## src/rtl/lieat_ifu_fetch_rspq_pkg.sv

```systemverilog
`default_nettype none
// ============================================================================
// Module : lieat_ifu_fetch_rspq_pkg
// Brief  : Shared defines for the IFU fetch response path: XLEN, RISC-V
//          opcode constants, predictor counter reset value, predecode helpers.
// Rev    : 1.0  initial release
// ============================================================================

`ifndef XLEN
`define XLEN 32
`endif

package lieat_ifu_fetch_rspq_pkg;

   localparam int XLEN = `XLEN;

   // Major opcodes (inst[6:0])
   localparam logic [6:0] OPC_JAL      = 7'b1101111;
   localparam logic [6:0] OPC_JALR     = 7'b1100111;
   localparam logic [6:0] OPC_BRANCH   = 7'b1100011;
   localparam logic [6:0] OPC_MISC_MEM = 7'b0001111;

   // funct3 selecting FENCE.I inside MISC-MEM
   localparam logic [2:0] F3_FENCEI    = 3'b001;

   // Predictor counters come out of reset weakly not-taken
   localparam logic [1:0] BHT_CTR_RST  = 2'b01;

   typedef struct packed {
      logic jal;
      logic jalr;
      logic bxx;
      logic fencei;
   } predec_t;

   // Classify an instruction from its opcode and funct3 fields
   function automatic predec_t predecode(input logic [6:0] opcode, input logic [2:0] funct3);
      predec_t pd;
      pd.jal    = (opcode == OPC_JAL);
      pd.jalr   = (opcode == OPC_JALR);
      pd.bxx    = (opcode == OPC_BRANCH);
      pd.fencei = (opcode == OPC_MISC_MEM) && (funct3 == F3_FENCEI);
      return pd;
   endfunction

   // 2-bit saturating counter step
   function automatic logic [1:0] ctr_next(input logic [1:0] ctr, input logic taken);
      logic [1:0] nxt;
      nxt = ctr;
      if (taken) begin
         if (ctr != 2'b11) nxt = ctr + 2'b01;
      end else begin
         if (ctr != 2'b00) nxt = ctr - 2'b01;
      end
      return nxt;
   endfunction

endpackage
`default_nettype wire

```

## src/rtl/lieat_ifu_fetch_rspq_bht.sv

```systemverilog
`default_nettype none
// ============================================================================
// Module : lieat_ifu_bht
// Brief  : Branch history table of 2-bit saturating counters. Asynchronous
//          read port returns the current (pre-update) counter; one update
//          port written at the clock edge.
// Rev    : 1.0  initial release
// ============================================================================
module lieat_ifu_bht
   import lieat_ifu_fetch_rspq_pkg::*;
#(
   parameter int ENTRIES = 32
) (
   input  logic                       clock,
   input  logic                       reset,
   input  logic [$clog2(ENTRIES)-1:0] rd_index_i,
   output logic [1:0]                 rd_data_o,
   input  logic                       upd_en_i,
   input  logic [$clog2(ENTRIES)-1:0] upd_index_i,
   input  logic                       upd_result_i
);

   localparam int IW = $clog2(ENTRIES);

   logic [1:0] ctr_q [ENTRIES];

   // Read returns the registered value, so a same-cycle update is not seen
   assign rd_data_o = ctr_q[rd_index_i];

   for (genvar g = 0; g < ENTRIES; g++) begin : g_ctr
      // Each counter resets weakly not-taken and steps on a matching update
      always_ff @(posedge clock) begin
         if (reset) begin
            ctr_q[g] <= BHT_CTR_RST;
         end else if (upd_en_i && (upd_index_i == IW'(g))) begin
            ctr_q[g] <= ctr_next(ctr_q[g], upd_result_i);
         end
      end
   end

endmodule
`default_nettype wire

```

## src/rtl/lieat_ifu_fetch_rspq.sv

```systemverilog
`default_nettype none
// ============================================================================
// Module : lieat_ifu_fetch_rspq
// Brief  : Fetch response queue. Predecodes each response at push time,
//          looks up the BHT for conditional branches, and stores the
//          prediction alongside PC/instruction. No bypass: a pushed entry
//          becomes visible at the head on the following cycle.
// Rev    : 1.0  initial release
// ============================================================================
module lieat_ifu_fetch_rspq
   import lieat_ifu_fetch_rspq_pkg::*;
#(
   parameter int DEPTH       = 4,
   parameter int BHT_ENTRIES = 32
) (
   input  logic                           clock,
   input  logic                           reset,
   input  logic                           flush,
   input  logic                           rsp_i_valid,
   output logic                           rsp_i_ready,
   input  logic [XLEN-1:0]                rsp_i_pc,
   input  logic [XLEN-1:0]                rsp_i_inst,
   output logic                           rsp_o_valid,
   input  logic                           rsp_o_ready,
   output logic [XLEN-1:0]                rsp_o_pc,
   output logic [XLEN-1:0]                rsp_o_inst,
   output logic                           rsp_o_prdt_taken,
   output logic [$clog2(BHT_ENTRIES)-1:0] rsp_o_prdt_index,
   output logic                           rsp_o_fencei,
   output logic [$clog2(DEPTH):0]         rsp_o_count,
   input  logic                           bxx_prdt_en,
   input  logic [$clog2(BHT_ENTRIES)-1:0] bxx_prdt_index,
   input  logic                           bxx_prdt_result
);

   localparam int AW = $clog2(DEPTH);
   localparam int CW = AW + 1;
   localparam int IW = $clog2(BHT_ENTRIES);
   localparam logic [CW-1:0] FULL_CNT = CW'(DEPTH);

   // Payload storage (not reset; validity is carried by the count)
   logic [XLEN-1:0] pc_q     [DEPTH];
   logic [XLEN-1:0] inst_q   [DEPTH];
   logic            taken_q  [DEPTH];
   logic [IW-1:0]   index_q  [DEPTH];
   logic            fencei_q [DEPTH];

   logic [AW-1:0] wptr_q, wptr_d;
   logic [AW-1:0] rptr_q, rptr_d;
   logic [CW-1:0] count_q, count_d;

   predec_t       pd;
   logic [IW-1:0] in_index;
   logic [1:0]    in_ctr;
   logic          in_taken;
   logic          push;
   logic          pop;

   assign rsp_i_ready = (count_q != FULL_CNT);
   assign rsp_o_valid = (count_q != '0);
   assign rsp_o_count = count_q;

   assign push = rsp_i_valid & rsp_i_ready & ~flush;
   assign pop  = rsp_o_valid & rsp_o_ready & ~flush;

   // Predecode and prediction for the incoming response
   assign pd       = predecode(rsp_i_inst[6:0], rsp_i_inst[14:12]);
   assign in_index = rsp_i_pc[IW+1:2];
   assign in_taken = pd.jal | pd.jalr | (pd.bxx & in_ctr[1]);

   lieat_ifu_bht #(
      .ENTRIES (BHT_ENTRIES)
   ) u_bht (
      .clock        (clock),
      .reset        (reset),
      .rd_index_i   (in_index),
      .rd_data_o    (in_ctr),
      .upd_en_i     (bxx_prdt_en),
      .upd_index_i  (bxx_prdt_index),
      .upd_result_i (bxx_prdt_result)
   );

   // Next-state pointers and occupancy; flush wins over push/pop
   always_comb begin
      wptr_d  = wptr_q;
      rptr_d  = rptr_q;
      count_d = count_q;
      if (flush) begin
         wptr_d  = '0;
         rptr_d  = '0;
         count_d = '0;
      end else begin
         if (push) wptr_d = wptr_q + AW'(1);
         if (pop)  rptr_d = rptr_q + AW'(1);
         case ({push, pop})
            2'b10:   count_d = count_q + CW'(1);
            2'b01:   count_d = count_q - CW'(1);
            default: count_d = count_q;
         endcase
      end
   end

   // Queue control registers
   always_ff @(posedge clock) begin
      if (reset) begin
         wptr_q  <= '0;
         rptr_q  <= '0;
         count_q <= '0;
      end else begin
         wptr_q  <= wptr_d;
         rptr_q  <= rptr_d;
         count_q <= count_d;
      end
   end

   // Capture payload and predecoded prediction into the write slot
   always_ff @(posedge clock) begin
      if (push) begin
         pc_q[wptr_q]     <= rsp_i_pc;
         inst_q[wptr_q]   <= rsp_i_inst;
         taken_q[wptr_q]  <= in_taken;
         index_q[wptr_q]  <= in_index;
         fencei_q[wptr_q] <= pd.fencei;
      end
   end

   // Head outputs, forced to zero while the queue is empty
   always_comb begin
      rsp_o_pc         = '0;
      rsp_o_inst       = '0;
      rsp_o_prdt_taken = 1'b0;
      rsp_o_prdt_index = '0;
      rsp_o_fencei     = 1'b0;
      if (rsp_o_valid) begin
         rsp_o_pc         = pc_q[rptr_q];
         rsp_o_inst       = inst_q[rptr_q];
         rsp_o_prdt_taken = taken_q[rptr_q];
         rsp_o_prdt_index = index_q[rptr_q];
         rsp_o_fencei     = fencei_q[rptr_q];
      end
   end

endmodule
`default_nettype wire

```

## config.mk

```make
export PLATFORM = sky130hd
export DESIGN_NAME = lieat_ifu_fetch_rspq
export DESIGN_NICKNAME = d
export VERILOG_FILES = /design/src/rtl/lieat_ifu_fetch_rspq_pkg.sv /design/src/rtl/lieat_ifu_fetch_rspq_bht.sv /design/src/rtl/lieat_ifu_fetch_rspq.sv
export SDC_FILE = /design/constraint.sdc
export NUM_CORES = 1
export LEC_CHECK = 0
export ABC_AREA = 1
export CAP_MARGIN = 20
export CORE_MARGIN = 3
export CORE_UTILIZATION = 62
export DETAILED_ROUTE_END_ITERATION = 10
export PLACE_DENSITY = 0.86
export SLEW_MARGIN = 10
export SYNTH_ARGS = -nofsm -noshare
export SYNTH_HDL_FRONTEND = slang
export SYNTH_SLANG_ARGS = --single-unit
```

## constraint.sdc

```tcl
create_clock -name clock -period 8.45 [get_ports clock]
set_input_delay 0.845 -clock clock [delete_from_list [all_inputs] [get_ports clock]]
set_output_delay 0.845 -clock clock [all_outputs]
set_load 0.01 [all_outputs]
```

Yosys cells after proc, flatten, opt, wreduce, memory -nomap -nowiden
Memories as Yosys holds them, arrays and structs flattened. A register that Yosys moved wholly into a read port is not among the register bits.
Cells that the tools add are included.
{"block": "word_totals", "ram_bits": 348, "inputBits": 76, "wordCells": 565, "reg_bits": 7, "mem_count": 6}
{"name": "inst_q", "depth": 4, "word_bits": 32, "read_ports": 1, "rd_ports_with_merged_regs": 1, "write_ports": 1, "line": "lieat_ifu_fetch_rspq.sv:43", "rtl": "logic [XLEN-1:0] inst_q [DEPTH];"}
{"name": "pc_q", "depth": 4, "word_bits": 32, "read_ports": 1, "rd_ports_with_merged_regs": 1, "write_ports": 1, "line": "lieat_ifu_fetch_rspq.sv:42", "rtl": "logic [XLEN-1:0] pc_q [DEPTH];"}
{"name": "u_bht.ctr_q", "depth": 32, "word_bits": 2, "read_ports": 33, "rd_ports_with_merged_regs": 0, "write_ports": 32, "line": "lieat_ifu_fetch_rspq_bht.sv:25", "rtl": "logic [1:0] ctr_q [ENTRIES];"}
{"name": "index_q", "depth": 4, "word_bits": 5, "read_ports": 1, "rd_ports_with_merged_regs": 1, "write_ports": 1, "line": "lieat_ifu_fetch_rspq.sv:45", "rtl": "logic [IW-1:0] index_q [DEPTH];"}
{"name": "fencei_q", "depth": 4, "word_bits": 1, "read_ports": 1, "rd_ports_with_merged_regs": 1, "write_ports": 1, "line": "lieat_ifu_fetch_rspq.sv:46", "rtl": "logic fencei_q [DEPTH];"}
{"name": "taken_q", "depth": 4, "word_bits": 1, "read_ports": 1, "rd_ports_with_merged_regs": 1, "write_ports": 1, "line": "lieat_ifu_fetch_rspq.sv:44", "rtl": "logic taken_q [DEPTH];"}
{"block": "op_classes", "n_mux": 308, "n_addsub": 68, "eq_ne": 71, "reduce_logical": 69, "bitwise": 40}
{"operator": "2-bit two-way mux", "count": 202}
{"operator": "1-bit two-way mux", "count": 102}
{"operator": "5-bit == test (second input constant)", "count": 16}
{"operator": "2-bit by 1-bit adder with 2-bit output (second input constant)", "count": 34}
{"operator": "2-bit nonzero test", "count": 33}
{"operator": "32-bit two-way mux", "count": 2}
{"operator": "2-bit inequality test (second input constant)", "count": 32}
{"operator": "2-bit by 1-bit subtractor with 2-bit output (second input constant)", "count": 32}
{"operator": "5-bit by 4-bit == test with 1-bit output (second input constant)", "count": 8}
{"operator": "1-bit bitwise OR", "count": 34}
{"operator": "1-bit logical AND", "count": 33}
{"operator": "7-bit == test (second input constant)", "count": 3}
{"operator": "5-bit by 3-bit == test with 1-bit output (second input constant)", "count": 4}
{"operator": "5-bit by 2-bit == test with 1-bit output (second input constant)", "count": 2}
{"operator": "7-bit by 4-bit == test with 1-bit output (second input constant)", "count": 1}
{"operator": "3-bit case mux with 2 select lines", "count": 1}
{"operator": "1-bit bitwise AND", "count": 5}
{"operator": "5-bit by 1-bit == test with 1-bit output (second input constant)", "count": 1}
{"operator": "5-bit zero test", "count": 1}
{"operator": "5-bit two-way mux", "count": 1}
{"operator": "3-bit by 1-bit adder with 3-bit output (second input constant)", "count": 1}
{"operator": "3-bit by 1-bit == test with 1-bit output (second input constant)", "count": 1}
{"operator": "3-bit inequality test (second input constant)", "count": 1}
{"operator": "3-bit nonzero test", "count": 1}
{"operator": "other kinds (5)", "count": 5}

Depth between registers and ports, before layout
{"block": "logic_depth", "ltp_word": 6, "ltp_mapped": 11, "ltp_nobuf": 10}

By module
From an unflattened synthesis, not the netlist that was laid out.
{"block": "hier_totals", "hier_cells": 1538, "hier_area_um2": 15810.2}
{"mod": "lieat_ifu_fetch_rspq", "cells_each": 867, "area_each_um2": 10835.4, "n_inst": 1, "seq_area_each_um2": 8107.8}
{"mod": "lieat_ifu_bht", "cells_each": 671, "area_each_um2": 4974.8, "n_inst": 1, "seq_area_each_um2": 1921.8}

Worst setup path before layout
OpenSTA, ideal clock, no wires.
{"block": "synth_path", "kind": "input -> register", "from": "input port flush", "to": "memory fencei_q[0], enable pin", "arrival_time_ns": 3.827, "cell_stages": 3, "path_slack_ns": 4.132, "setup_time_ns": 0.491, "path_cell_list": "inv_1 -> nand3_2 -> nor2_1"}
{"block": "synth_between", "elab_chain_cells": 4}
{"item": "from (decl)", "line": "lieat_ifu_fetch_rspq.sv:18", "rtl": "input logic flush,"}
{"item": "1-bit NOT", "line": "lieat_ifu_fetch_rspq.sv:63", "rtl": "assign push = rsp_i_valid & rsp_i_ready & ~flush;"}
{"item": "1-bit bitwise AND", "line": "lieat_ifu_fetch_rspq.sv:63"}
{"item": "1-bit two-way mux", "line": "lieat_ifu_fetch_rspq.sv:118", "rtl": "if (push) begin"}
{"item": "1-bit two-way mux (implied by the code)", "line": "lieat_ifu_fetch_rspq.sv:123", "rtl": "fencei_q[wptr_q] <= pd.fencei;"}
{"item": "to (decl)", "line": "lieat_ifu_fetch_rspq.sv:46"}
No other way between the ends.

==> results by stage <==
Yosys:
- The synthesized netlist devotes 0.542% of its cell area to adder and majority cells.
- The multiplexer area fraction after synthesis is 0%.
- The total nets after synthesis is between 1,500 and 2,000.
- Each instance of the synthesized netlist takes up on average 10.7 um2.
- The number of warning messages in the yosys log is 0.
- The sequential element share of the synthesized area is 65.8%.
- In this run, synthesis produced a sequential element count of 337.
- The distinct cell type count of the synthesized netlist is 31.
- The synthesized netlist devotes 10.3% of its cell area to compound gates.
- In this run the cell area of the synthesized design comes to 15,200 um2.
- The share of the synthesized netlist area taken by xor and xnor gates is approximately 1.8%.
- The area fraction in and, or, nand and nor cells after synthesis is between 10% and 20%.
- Synthesis produced a netlist whose cell count is 1,425.
- The largest family of logic cells by synthesized area is simple AND/OR/NAND/NOR gates.

Global routing:
- The via count of the first global-routing pass is between 10,000 and 15,000.
- The first global-routing pass estimated 56.6 mm of wire.
- The number of antenna violations at the first check in global routing is 3.
- The pin count of the biggest net entering global routing is slightly below 90.
- The overall track demand over capacity in global routing is 26.8%.
- The global-route congestion overflow total is 0.

Critical path:
- The startpoint type of the worst setup path is a register.
- STA classifies the critical path endpoint as an output pin.
- The end of the worst register-to-register path is rsp_o_count[2].
- The data arrival at the endpoint of the critical path is 3.32 ns.
- The worst register-to-register path has a setup slack of approximately 6 ns.
- The critical path in this run is classified as reg -> out.
- The start of the worst register-to-register path is rsp_o_count[0].
- At the worst endpoint, the required time is 7.61 ns.
- The critical-path maximum fanout is 87.
- The count of cells along the worst register-to-register path is 10.

Clock tree:
- The number of buffers inserted by hold repair at cts is 0.
- TritonCTS built the clock tree.
- The total number of clock tree sinks is 337.
- The number of instances resized during post-cts repair is 0.
- The count of buffers added by post-CTS timing repair for setup is 0.
- The library cell used as clock root buffer is clkbuf_16.
- The number of clock buffers inserted by TritonCTS is 34.
- Clock-pin slew was measured on the worst setup and hold paths at 0.06 ns.
- The maximum buffer depth of the clock tree is 3.
- The clock reaches the later pin of the worst-skew pair after 0.52 ns.
- The H-tree depth is 2.

STA:
- The number of max-slew violations in the final report is 0.
- The setup total negative slack is 0 ns.
- The worst pin sits at a relative slew slack of 25.7%.
- Setup violations remaining at the end of the flow were counted as 0.
- The final critical path time including I/O delays and setup is approximately 4.2 ns.
- Across the routed clock network, the largest skew measured is 0.0235 ns.
- Setup repair after global routing left no endpoint under its margin.
- The highest clock frequency the design can meet is 0.240 GHz.
- Dividing the final minimum period by the clock period gives 49.3%.
- Setup slack closes at 4.29 ns.
- The final-layout worst hold slack is 0.478 ns.
- The final-report hold violation count is 0.
- For the pin with the worst max-slew slack, the measured transition is between 1 and 1.5 ns.

Routing:
- The routed wire length per instance is just under 20 um.
- The detailed router finished its first iteration with between 1,500 and 2,000 violations.
- For this block, the via count after detailed routing is 11,347.
- The number of DRC violations after detailed routing is 0.
- In the routed layout, each cell is associated on average with a via count of 6.03.
- The first detailed-routing pass took 6 iterations.
- The post-detailed-route count of antenna-violating nets is 0.
- Summed over all layers, the routed wires come to 36.4 mm.

Power:
- Across the VDD grid, the largest voltage drop is 133 uV.
- The combinational fraction of design power is 7.2%.
- Per report_power, the sequential group accounts for approximately half of the total.
- The leakage power is 0.00628 uW.
- Net switching is between 20% and 30% of the power.
- The power consumption is between 3000 and 4000 uW.
- The internal power consumption is 2860 uW.
- The total power density per cell area is 203 nW/um2.
- The clock share of power is between 40% and 50%.
- The net switching component of the power is 794 uW.

Floorplanning:
- In this run the standard cell core region covers 23,800 um2.
- The effective utilization at floorplan is 64.0%.
- The die is 163 um tall.
- The area of the die is roughly 27,000 um2.
- The number of placement rows is 56.
- The width of the chip is ~160 um.
- Pin placement for this block handled 152 I/O pins.

Placement:
- The area after detailed placement is 16,800 um2.
- The placer congestion estimate is 0.813.
- The quantity of I/O buffers inserted on ports is 151.
- The worst slack after detailed placement is 4.92 ns.
- The placed wire-length estimate is 20.8 mm.

Layout:
- The sequential cells in the finished layout cover a total of 10,000 um2.
- The net total in the final layout is 1,618.
- Of the cells placed in the final design, the portion with a size suffix greater than 1 is between 7 and 8%.
- The filler cell count in the final layout is 1,389.
- After routing the design area is 18,000 um2.
- The layout overhead on the synthesized area is 17.9%.
- In the final layout, the multi-input gates occupy 4440 um2.

Min path:
- The worst min-delay path startpoint is rptr_q[1].
- The instance count along the most critical hold path is 2.
- The path class of the lowest-slack min-delay path is reg -> reg.

Outcome:
- The flow ran to the end, and the final reports show no timing, DRC or antenna violations.

Run:
- Across the run, the number of max-cap violations was 0.
## worst max-delay path: stages, from the launching register on
cell and delay (ns):
dfxtp_4 0.66, buf_4 0.83, nor2_1 0.15, nor2_1 0.18, o21ai_0 0.14, a21oi_1 0.23, clkdlybuf4s50_1 0.58
## through the flow
| stage | instances | utilization [%] |
|---|---|---|
| floorplan | 1425 | - |
| global placement | 1817 | 70.4 |
| detailed placement | 1818 | 70.6 |
| CTS | 1880 | 75.3 |
| global route | 1882 | 75.4 |
| finish | 1883 | 75.4 |
## worst max-delay path by stage
stage	from	end	slack [ns]	cells after the start
after floorplan	flush	fencei_q[0]	4.13	3
after global placement	register	rsp_o_inst[5]	4.97	6
final	register	rsp_o_inst[5]	4.29	6
after CTS	register	rsp_o_inst[5]	4.28	6
after global routing	register	rsp_o_inst[5]	4.11	6
after detailed placement	register	rsp_o_inst[5]	4.92	6
## Yosys cell counts
master / n / area, um2
o211ai_1: 5 / 37.5
nor2_2: 6 / 37.5
dfxtp_1: 9 / 180
nand4_1: 12 / 75.1
inv_6: 1 / 8.76
buf_1: 1 / 3.75
o21ai_0: 88 / 440
or2_2: 32 / 200
a21oi_1: 101 / 505
xor2_1: 32 / 280
fa_1: 1 / 20.0
ha_1: 5 / 62.6
edfxtp_1: 328 / 9850
inv_2: 7 / 26.3
buf_2: 35 / 175
nand3_1: 50 / 250
nor4_2: 1 / 12.5
clkbuf_1: 23 / 86.3
buf_4: 18 / 135
nor2_1: 311 / 1170
nand2_1: 129 / 484
o21ai_1: 78 / 390
nor4_1: 34 / 213
buf_6: 4 / 45.0
nor3_2: 1 / 10.0
or2_1: 1 / 6.26
inv_4: 1 / 6.26
o31ai_1: 27 / 203
clkbuf_2: 7 / 35.0
nand3_2: 1 / 10.0
inv_1: 76 / 285
## sequential cells by signal, indices dropped and copies added, names as in the netlist, named ones only
| name | cells |
|---|---|
| rsp_o_count | 3 |
| inst_q | 128 |
| wptr_q | 2 |
| pc_q | 112 |
| index_q | 16 |
| rptr_q | 2 |
| u_bht.ctr_q | 64 |
| fencei_q | 4 |
| taken_q | 4 |
## per-layer routing
metal / up-vias / wire, um / track usage, %
met3: 101 / 3060 / 4.22
met2: 633 / 18500 / 46.7
met1: 5413 / 13700 / 33.9
met5: - / 23 / 0
li1: 5196 / - / -
met4: 4 / 1000 / 10.1
## area by class of cell
cell class,instances,share of cell area [%]
Timing Repair Buffer,163,9.08
Clock inverter,22,1.29
Multi-Input combinational cell,915,24.7
Antenna cell,2,0.0279
Sequential cell,337,55.8
Inverter,85,1.82
Clock buffer,40,4.98
Tap cell,319,2.22
## placed cells by master (no fill, tap or decap), types with 2 or more instances in the layout
master | Yosys | routed
o211ai_1 | 5 | 5
inv_2 | 7 | 7
nand4_1 | 12 | 12
dfxtp_1 | 9 | 7
clkinv_2 | 0 | 8
clkinv_1 | 0 | 6
edfxtp_1 | 328 | 328
nor4_1 | 34 | 34
clkbuf_1 | 23 | 5
nor2_2 | 6 | 6
nand2_1 | 129 | 128
nand3_1 | 50 | 50
buf_16 | 0 | 2
clkdlybuf4s50_1 | 0 | 149
inv_1 | 76 | 76
o21ai_1 | 78 | 78
o31ai_1 | 27 | 27
diode_2 | 0 | 2
or2_2 | 32 | 32
nor2_4 | 0 | 4
clkbuf_16 | 0 | 35
bufinv_16 | 0 | 4
buf_2 | 35 | 2
buf_4 | 18 | 10
ha_1 | 5 | 5
nor2_1 | 311 | 307
xor2_1 | 32 | 32
o21ai_0 | 88 | 88
clkinv_8 | 0 | 2
a21oi_1 | 101 | 101
## cells by family (layout without fill, tap and decap cells)
kind of cell / count (synthesis) / after routing
other: 0 / 2
xor gates and xnor gates: 32 / 32
DFF: 337 / 337
and+or+nand+nor: 578 / 578
AOI/OAI and AO/OA: 299 / 299
adders and majority gates: 6 / 6
buffers and inverters: 173 / 310
## power groups by stage
stage	clock network, uW	logic [uW]	registers (uW)
global route	1580	285	1880
global placement	0	247	1910
finish	1510	264	1880
CTS	1520	261	1880
detailed placement	0	257	1920
floorplan	0	138	1910
(Power assumes the default switching activity.)
